**config.mk**
```make
export PLATFORM = sky130hd
export DESIGN_NAME = vending_fsm_change
export DESIGN_NICKNAME = d
export VERILOG_FILES = /design/src/rtl/vending_fsm_change.sv
export SDC_FILE = /design/constraint.sdc
export NUM_CORES = 1
export LEC_CHECK = 0
export BUFFER_PORTS_ARGS = -buffer_cell sky130_fd_sc_hd__buf_4
export CAP_MARGIN = 0
export CORE_MARGIN = 2
export CORE_UTILIZATION = 57
export CTS_CLUSTER_DIAMETER = 100
export DETAILED_ROUTE_END_ITERATION = 12
export HOLD_SLACK_MARGIN = 0.06
export PLACE_DENSITY_LB_ADDON = 0.05
export SLEW_MARGIN = 20
export SYNTH_ARGS = -nofsm -noshare
export SYNTH_HDL_FRONTEND = slang
export SYNTH_SLANG_ARGS = --single-unit
```
**constraint.sdc**
```tcl
create_clock -name sys_clk -period 5.8 [get_ports sys_clk]
set_input_delay 0.87 -clock sys_clk [delete_from_list [all_inputs] [get_ports sys_clk]]
set_output_delay 0.87 -clock sys_clk [all_outputs]
set_load 0.02 [all_outputs]
```
**src/rtl/vending_fsm_change.sv**
```systemverilog
// ---------------------------------------------------------------------------
// vending_fsm_change
//
// Coin-operated vending controller. Accepts coins of several values, vends
// once the accumulated credit reaches PRICE, returns any excess (or the whole
// credit on refund) as a train of single-unit change pulses, and keeps a
// saturating count of vends.
//
// Ports:
//   sys_clk         clock
//   sys_rst_n       asynchronous, active-low reset
//   coin_valid      coin inserted this cycle (one-cycle strobe)
//   coin_val        coin value in units, qualified by coin_valid
//   refund_request  refund button level, sampled every cycle
//   cola            one-cycle vend pulse
//   refund          one-cycle pulse: refund accepted
//   change_pulse    one pulse per returned unit of change
//   coin_reject     one-cycle pulse: sampled coin not accepted
//   busy            high while change is being returned
//   credit          current credit in units
//   vend_count      vends since reset, saturating at all-ones
//
// Every output is a register (or a direct decode of the state register), so
// an input sampled on one edge shows its effect in the following cycle.
// ---------------------------------------------------------------------------
module vending_fsm_change #(
  parameter int PRICE  = 3,
  parameter int VAL_W  = 2,
  parameter int CRED_W = 4,
  parameter int CNT_W  = 8
) (
  input  logic              sys_clk,
  input  logic              sys_rst_n,
  input  logic              coin_valid,
  input  logic [VAL_W-1:0]  coin_val,
  input  logic              refund_request,
  output logic              cola,
  output logic              refund,
  output logic              change_pulse,
  output logic              coin_reject,
  output logic              busy,
  output logic [CRED_W-1:0] credit,
  output logic [CNT_W-1:0]  vend_count
);

  typedef enum logic [1:0] {
    S_IDLE    = 2'd0,
    S_COLLECT = 2'd1,
    S_CHANGE  = 2'd2
  } state_t;

  // Price at the width of the coin sum, so the compare cannot wrap.
  localparam logic [CRED_W:0] PRICE_EXT = (CRED_W+1)'(PRICE);

  state_t            state_q, state_d;
  logic [CRED_W-1:0] credit_q, credit_d;
  logic [CNT_W-1:0]  vend_q, vend_d;
  logic              cola_q, refund_q, change_q, reject_q;
  logic              cola_d, refund_d, change_d, reject_d;

  logic              coin_live;
  logic              refund_take;
  logic [CRED_W:0]   sum;
  logic [CRED_W:0]   remainder;
  logic              price_met;

  // A zero-value coin is treated as no coin at all.
  assign coin_live   = coin_valid && (coin_val != '0);
  // Refund is only honoured while credit is partially collected.
  assign refund_take = (state_q == S_COLLECT) && refund_request;
  assign sum         = {1'b0, credit_q} + {{(CRED_W+1-VAL_W){1'b0}}, coin_val};
  assign remainder   = sum - PRICE_EXT;
  assign price_met   = (sum >= PRICE_EXT);

  // State register
  always_ff @(posedge sys_clk or negedge sys_rst_n) begin
    if (!sys_rst_n) begin
      state_q  <= S_IDLE;
      credit_q <= '0;
      vend_q   <= '0;
      cola_q   <= 1'b0;
      refund_q <= 1'b0;
      change_q <= 1'b0;
      reject_q <= 1'b0;
    end else begin
      // NOTE: non-blocking assignments here so every register samples the
      // pre-edge values computed by the combinational processes.
      state_q  <= state_d;
      credit_q <= credit_d;
      vend_q   <= vend_d;
      cola_q   <= cola_d;
      refund_q <= refund_d;
      change_q <= change_d;
      reject_q <= reject_d;
    end
  end

  // Next-state logic: state, credit and sales count
  always_comb begin
    // NOTE: hold-value defaults first, so no path leaves a signal unassigned
    // and no latch is inferred.
    state_d  = state_q;
    credit_d = credit_q;
    vend_d   = vend_q;
    unique case (state_q)
      S_IDLE, S_COLLECT: begin
        if (refund_take) begin
          state_d = S_CHANGE;
        end else if (coin_live) begin
          if (!price_met) begin
            credit_d = sum[CRED_W-1:0];
            state_d  = S_COLLECT;
          end else begin
            credit_d = remainder[CRED_W-1:0];
            state_d  = (remainder != '0) ? S_CHANGE : S_IDLE;
            if (vend_q != '1) vend_d = vend_q + CNT_W'(1);
          end
        end
      end
      S_CHANGE: begin
        // A zero credit here cannot occur; it is folded into the last-unit
        // case so the machine can never spin in CHANGE.
        if (credit_q <= CRED_W'(1)) begin
          credit_d = '0;
          state_d  = S_IDLE;
        end else begin
          credit_d = credit_q - CRED_W'(1);
        end
      end
      default: begin
        state_d  = S_IDLE;
        credit_d = '0;
      end
    endcase
  end

  // Output logic: next values of the one-cycle event pulses
  always_comb begin
    cola_d   = 1'b0;
    refund_d = 1'b0;
    change_d = 1'b0;
    reject_d = 1'b0;
    unique case (state_q)
      S_IDLE, S_COLLECT: begin
        if (refund_take) begin
          refund_d = 1'b1;
          reject_d = coin_live;  // refund wins over a simultaneous coin
        end else if (coin_live && price_met) begin
          cola_d = 1'b1;
        end
      end
      S_CHANGE: begin
        change_d = (credit_q != '0);
        reject_d = coin_live;
      end
      default: ;
    endcase
  end

  assign cola         = cola_q;
  assign refund       = refund_q;
  assign change_pulse = change_q;
  assign coin_reject  = reject_q;
  assign busy         = (state_q == S_CHANGE);
  assign credit       = credit_q;
  assign vend_count   = vend_q;

endmodule

```
==> run summary, run 1 <==
Post-synth EDFFs = 0
routability cong. = 0.880
Max clock buf depth = 2
first-pass GRT wire length = 3.75 mm
Starting Density = 62.2%
Synth Area in Compound Gates = 13.0%
CP peak stage delay = 0.51 ns
CTS tree = built
post-synthesis area per instance = 9.57 um^2
# rows = 15
sequential fraction of the synthesis area = 40.6%
H-tree depth = 1
Finished Layout Cells = 164
Area Growth Syn to Fin = 18.3%
core area = 1780 um^2
Worst setup EP type = flop
placed cell count = 161
share of the synthesized area in the top cell type = 40.6%
Final Hold Viols = 0
Leak = 0.612 nW
I/O Pins = 23
initial antenna violation count = 0
unrepaired setup endpoints after global routing = no
Syn Nets = 130
Post-route DRC = 0
max cap viols = 0
Mapped Area = 1110 um^2
die extent in y = 48.1 um
Detail Placement HPWL = 1.88 mm
CP max FO = 11
vias in the first global route = 880
Post-CTS Hold Buffers = 0
total power = 0.768 mW
root buffer cell = clkbuf_4
Seq cells post-synth = 18
final worst slack = 2.90 ns
main combinational cell family by area after synthesis = simple AND/OR/NAND/NOR gates
FF+latch area = 450 um^2
worst slew margin relative to its limit = 72.4%
DRT Pass-1 Iters = 4
fill count = 137
Post-Syn Instances = 116
Antenna Nets Post-Route = 0
max-slew violation count = 0
Post-CTS Resized = 0
final net count = 155
crit path kind = input port to flop
crit-path cells = buf_4 > ha_1 > fa_1 > ha_1 > nor2_1 > nand3_1 > o21bai_2 > nor2_1 > mux2_2
post-synthesis xor/xnor area fraction = 7.89%
ys flop type = dfrtp_1
clk_skew = 0.00456 ns
crit share post-route = 50.1%
combinational share of power = 61.3%
Post-CTS Repair Setup Buffers = 0
Peak Freq = 0.344 GHz
worst slack, placed = 2.63 ns
Synth Area in Simple Gates = 22.4%
All-Layer GR Usage = 23.8%
fraction of layout cells with a size suffix above 1 = 23.7%
status = complete, no violations
Fin Setup TNS = 0 ns
biggest area consumer among synthesized cells = dfrtp_1
hold crit path type = input port to asynchronous set/reset pin
Psw = 0.367 mW
Ys Warns = 0
DR vias = 933
area occupied by multi-input gates = 621 um^2
GRT overflow = 0
library cells used by synthesis = 33
total CTS buffers = 3
Worst Setup Start Kind = input port
Seq pwr share = 31.1%
Initial DRC Count = 17
Critical Path AT = 3.08 ns
CTS Sinks = 18
WL final = 2.30 mm
CTS clk-pin slew, worst paths = 0.09 ns
largest net degree at the start of global routing = 19
minimum clock period = 2.90 ns
post-synthesis mux area share = 2.93%
CP Data Required Time = 5.97 ns
WL/cell = 14.0 um
Adder-Cell Fraction of Synth Area = 9.70%
Cell Pwr Density = 585 nW/um^2
Skew-Pair Late Insertion Delay = 0.29 ns
final setup fails = 0
most numerous cell in the Yosys netlist = dfrtp_1
Via density = 5.69
worst slew pin tran = 0.414 ns
DIE AREA = 2320 um^2
Worst VDD drop = 0.374 mV
commonest cells in the netlist = dfrtp_1, nor2_1, nand2_1
Clock power frac = 7.6%
Die Wd = 48.1 um
Antenna Diode Count = 0
Switching Share = 47.8%
FFs w/ async S/R, synth = 100%
Area contributors post-synth = dfrtp_1, ha_1, xor2_1
Internal = 0.401 mW
PortBufs = 22
critical path's slowest cell = fa_1
-- kinds of logic (layout without fill, tap and decap cells) --
group | after synthesis | count (layout)
adder cells (fa/ha/maj) | 8 | 8
multiplexers | 3 | 3
buffers and inverters | 8 | 31
XOR/XNOR | 10 | 10
flip-flops | 18 | 18
AND/OR/NAND/NOR | 50 | 50
AO/OA/AOI/OAI | 19 | 19
-- final cells by class --
type                       instances  area share, %
clock buffer                       3           1.72
inverter                           6           1.72
multi-input combinational         90           47.3
sequential                        18           34.3
tap                               25           2.38
timing repair buffer              22           12.6
-- flip-flops by register name, summed over array words and instances, names as in the netlist --
name	flops
vend_count	8
credit	4
state_q	2
change_pulse	1
coin_reject	1
cola	1
refund	1
-- stage by stage --
stage / area (um^2) / hold WS [ns] / utilization (%)
after floorplan: 1110 / 0.494 / -
after detailed placement: 1290 / 0.491 / 72.4
final: 1310 / 0.427 / 73.6
after global routing: 1310 / 0.421 / 73.6
after global placement: 1290 / 0.484 / 72.4
after CTS: 1310 / 0.427 / 73.6
-- power groups by stage --
stage               clock (mW)  combinational [mW]  sequential [mW]
detailed placement           0               0.469            0.242
global placement             0               0.451            0.237
finish                  0.0580               0.471            0.239
CTS                     0.0600               0.471            0.239
global route            0.0663               0.522            0.248
floorplan                    0               0.280            0.283
-- worst max-delay path: cells and delay by family --
kind                     cells  cell delay (ns)
adder cells (fa/ha/maj)      3             1.01
AND/OR/NAND/NOR              3             0.43
AO/OA/AOI/OAI                1             0.37
multiplexers                 1             0.29
buffers and inverters        1             0.12
-- per-layer routing --
metal	part of all wire (%)	up-vias	GRT usage, %
met5	0	-	0
met2	50	24	39.7
met3	4.8	2	8.52
li1	-	458	-
met4	0.30	0	4.32
met1	45	449	30.3
-- path summary, 6_finish.rpt --
check,startpoint,cells after the start,endpoint,slack (ns)
setup reg to reg,credit[0],8,vend_count[1],3.12
setup / recovery,coin_val[0],9,vend_count[1],2.90
hold reg to reg,vend_count[7],1,vend_count[7],0.50
min in group sys_clk,vend_count[7],1,vend_count[7],0.50
max in group asynchronous,sys_rst_n,1,state_q[1],5.18
hold / removal,sys_rst_n,1,credit[3],0.43
-- layout by cell type (no fill, tap or decap), drive strengths merged, types with 2 or more instances in the layout --
cell type  netlist  layout
buf              2      22
dfrtp           18      18
nor2            12      12
nand2           11      11
xor2             7       7
ha               7       7
inv              6       6
nor3             6       6
a21oi            6       6
nand2b           5       5
nand3            5       5
nor4             5       5
o21ai            4       4
xnor2            3       3
clkbuf           0       3
and2             2       2
nor3b            2       2
nand4            2       2
o221ai           2       2
mux2             2       2
No activity file was read; power rests on OpenSTA's default activity.
==> inputs of run 2 (changes only) <==
--- a/config.mk
+++ b/config.mk
@@ -8,7 +8,7 @@
 export BUFFER_PORTS_ARGS = -buffer_cell sky130_fd_sc_hd__buf_4
 export CAP_MARGIN = 0
 export CORE_MARGIN = 2
-export CORE_UTILIZATION = 57
+export CORE_UTILIZATION = 53
 export CTS_CLUSTER_DIAMETER = 100
 export DETAILED_ROUTE_END_ITERATION = 12
 export HOLD_SLACK_MARGIN = 0.06
==> constraint.sdc (replaced) <==
create_clock -name sys_clk -period 3 [get_ports sys_clk]
set_input_delay 0.45 -clock sys_clk [delete_from_list [all_inputs] [get_ports sys_clk]]
set_output_delay 0.45 -clock sys_clk [all_outputs]
set_load 0.02 [all_outputs]
==> run summary, run 2 (synthesized netlist as in run 1, its figures left out) <==
status = complete, no violations
Via density = 5.39
Largest register FFs = 8
CTS clk-pin slew, worst paths = 0.09 ns
Antenna Diode Count = 0
root buffer cell = clkbuf_4
fraction of layout cells with a size suffix above 1 = 24.1%
final net count = 156
Worst Setup Start Kind = flop
minimum clock period = 2.65 ns
worst reg2reg path depth = 8
Detail Placement HPWL = 1.67 mm
Cell Pwr Density = 1110 nW/um^2
Worst Setup SP = credit[0]
Worst setup EP type = flop
clk_skew = 0.00708 ns
Leak = 0.624 nW
vias in the first global route = 866
final hold slack = 0.464 ns
DR vias = 905
I/O Pins = 23
DRT Pass-1 Iters = 4
die extent in y = 49.8 um
Post-CTS Resized = 0
unrepaired setup endpoints after global routing = no
crit path kind = flop to flop
commonest non-fill, non-tap cell in the layout = buf_4
Peak Freq = 0.378 GHz
CP max FO = 11
r2r endpoint = vend_count[1]
hold path start = refund_request
final setup fails = 0
GRT overflow = 0
crit-path cells = ha_1 > fa_1 > ha_1 > nor2_1 > nand3_1 > o21bai_2 > nor2_1 > mux2_2
WL final = 2.09 mm
initial antenna violation count = 0
Fin Setup TNS = 0 ns
DIE AREA = 2480 um^2
largest net degree at the start of global routing = 19
All-Layer GR Usage = 19.2%
worst slew margin relative to its limit = 71.5%
fill count = 186
Antenna Nets Post-Route = 0
Critical Path End = vend_count[1]
Critical Path AT = 2.82 ns
H-tree depth = 1
Die Wd = 49.8 um
first-pass GRT wire length = 3.70 mm
max cap viols = 0
core area = 1960 um^2
CTS tree = built
CP Data Required Time = 3.17 ns
Initial DRC Count = 9
Skew-Pair Late Insertion Delay = 0.28 ns
CP peak stage delay = 0.51 ns
PortBufs = 22
FF-to-FF setup slack = 0.35 ns
total CTS buffers = 3
Final Hold Viols = 0
Final Core Density = 68.2%
Starting Density = 56.6%
Post-route DRC = 0
crit share post-route = 88.2%
Area Growth Syn to Fin = 20.6%
# rows = 16
Max clock buf depth = 2
hold crit path type = input port to flop
CTS Sinks = 18
max-slew violation count = 0
worst slew pin tran = 0.426 ns
critical path's slowest cell = fa_1
commonest non-fill, non-tap cells in the layout = buf_4, dfrtp_1, nor2_1, nand2_1
routability cong. = 0.820
WL/cell = 12.4 um
RR Startpoint = credit[0]
Worst VDD drop = 0.728 mV
[run 2: report_power, final]
group	switching, mW	internal (mW)	leakage, nW
Clock	0.0679	0.0738	0.0210
Combinational	0.501	0.388	0.378
Sequential	0.119	0.341	0.225
Total	0.687	0.803	0.624
[run 2: through the flow]
step	worst slack [ns]	instance area (um^2)	total power [mW]	cells
after floorplan	0.590	1110	1.09	116
final	0.354	1340	1.49	168
after CTS	0.363	1340	1.50	168
after detailed placement	0.254	1290	1.35	163
after global placement	0.321	1290	1.33	163
after global routing	0.191	1340	1.63	168
[run 2: area by class of cell]
type,count,area [um^2],area share (%)
multi-input cells,90,621,46.4
flip-flops and latches,18,450,33.6
repair buffers,23,175,13.1
clock buffers,4,36.3,2.71
well taps,27,33.8,2.52
inverters,6,22.5,1.68
[run 2: metal layers]
metal | up-vias | part of all wire, % | track usage (%) | routed length (um)
met1 | 421 | 50 | 25.7 | 1040
met2 | 20 | 47 | 32.2 | 971
met4 | 0 | 0.38 | 1.39 | 8
li1 | 462 | - | - | -
met3 | 2 | 3.4 | 5.45 | 71
met5 | - | 0 | 0 | 0
[run 2: what timing repair did]
item	in CTS	in global routing
hold buffers	1	0
setup buffers	0	0
endpoints found under the hold margin	18	0
[run 2: worst min path at each step]
stage | depth (start not counted) | endpoint | slack, ns
finish | 3 | refund | 0.46
global route | 3 | refund | 0.45
CTS | 3 | refund | 0.45
detailed placement | 1 | credit[3] | 0.33
global placement | 1 | credit[2] | 0.32
floorplan | 0 | change_pulse | 0.15
[run 2: critical path: cells and delay by family (launching register included)]
kind	cells	cell delay (ns)
compound gates	1	0.37
fa+ha+maj	3	1.03
flops	1	0.45
mux	1	0.29
simple gates	3	0.39
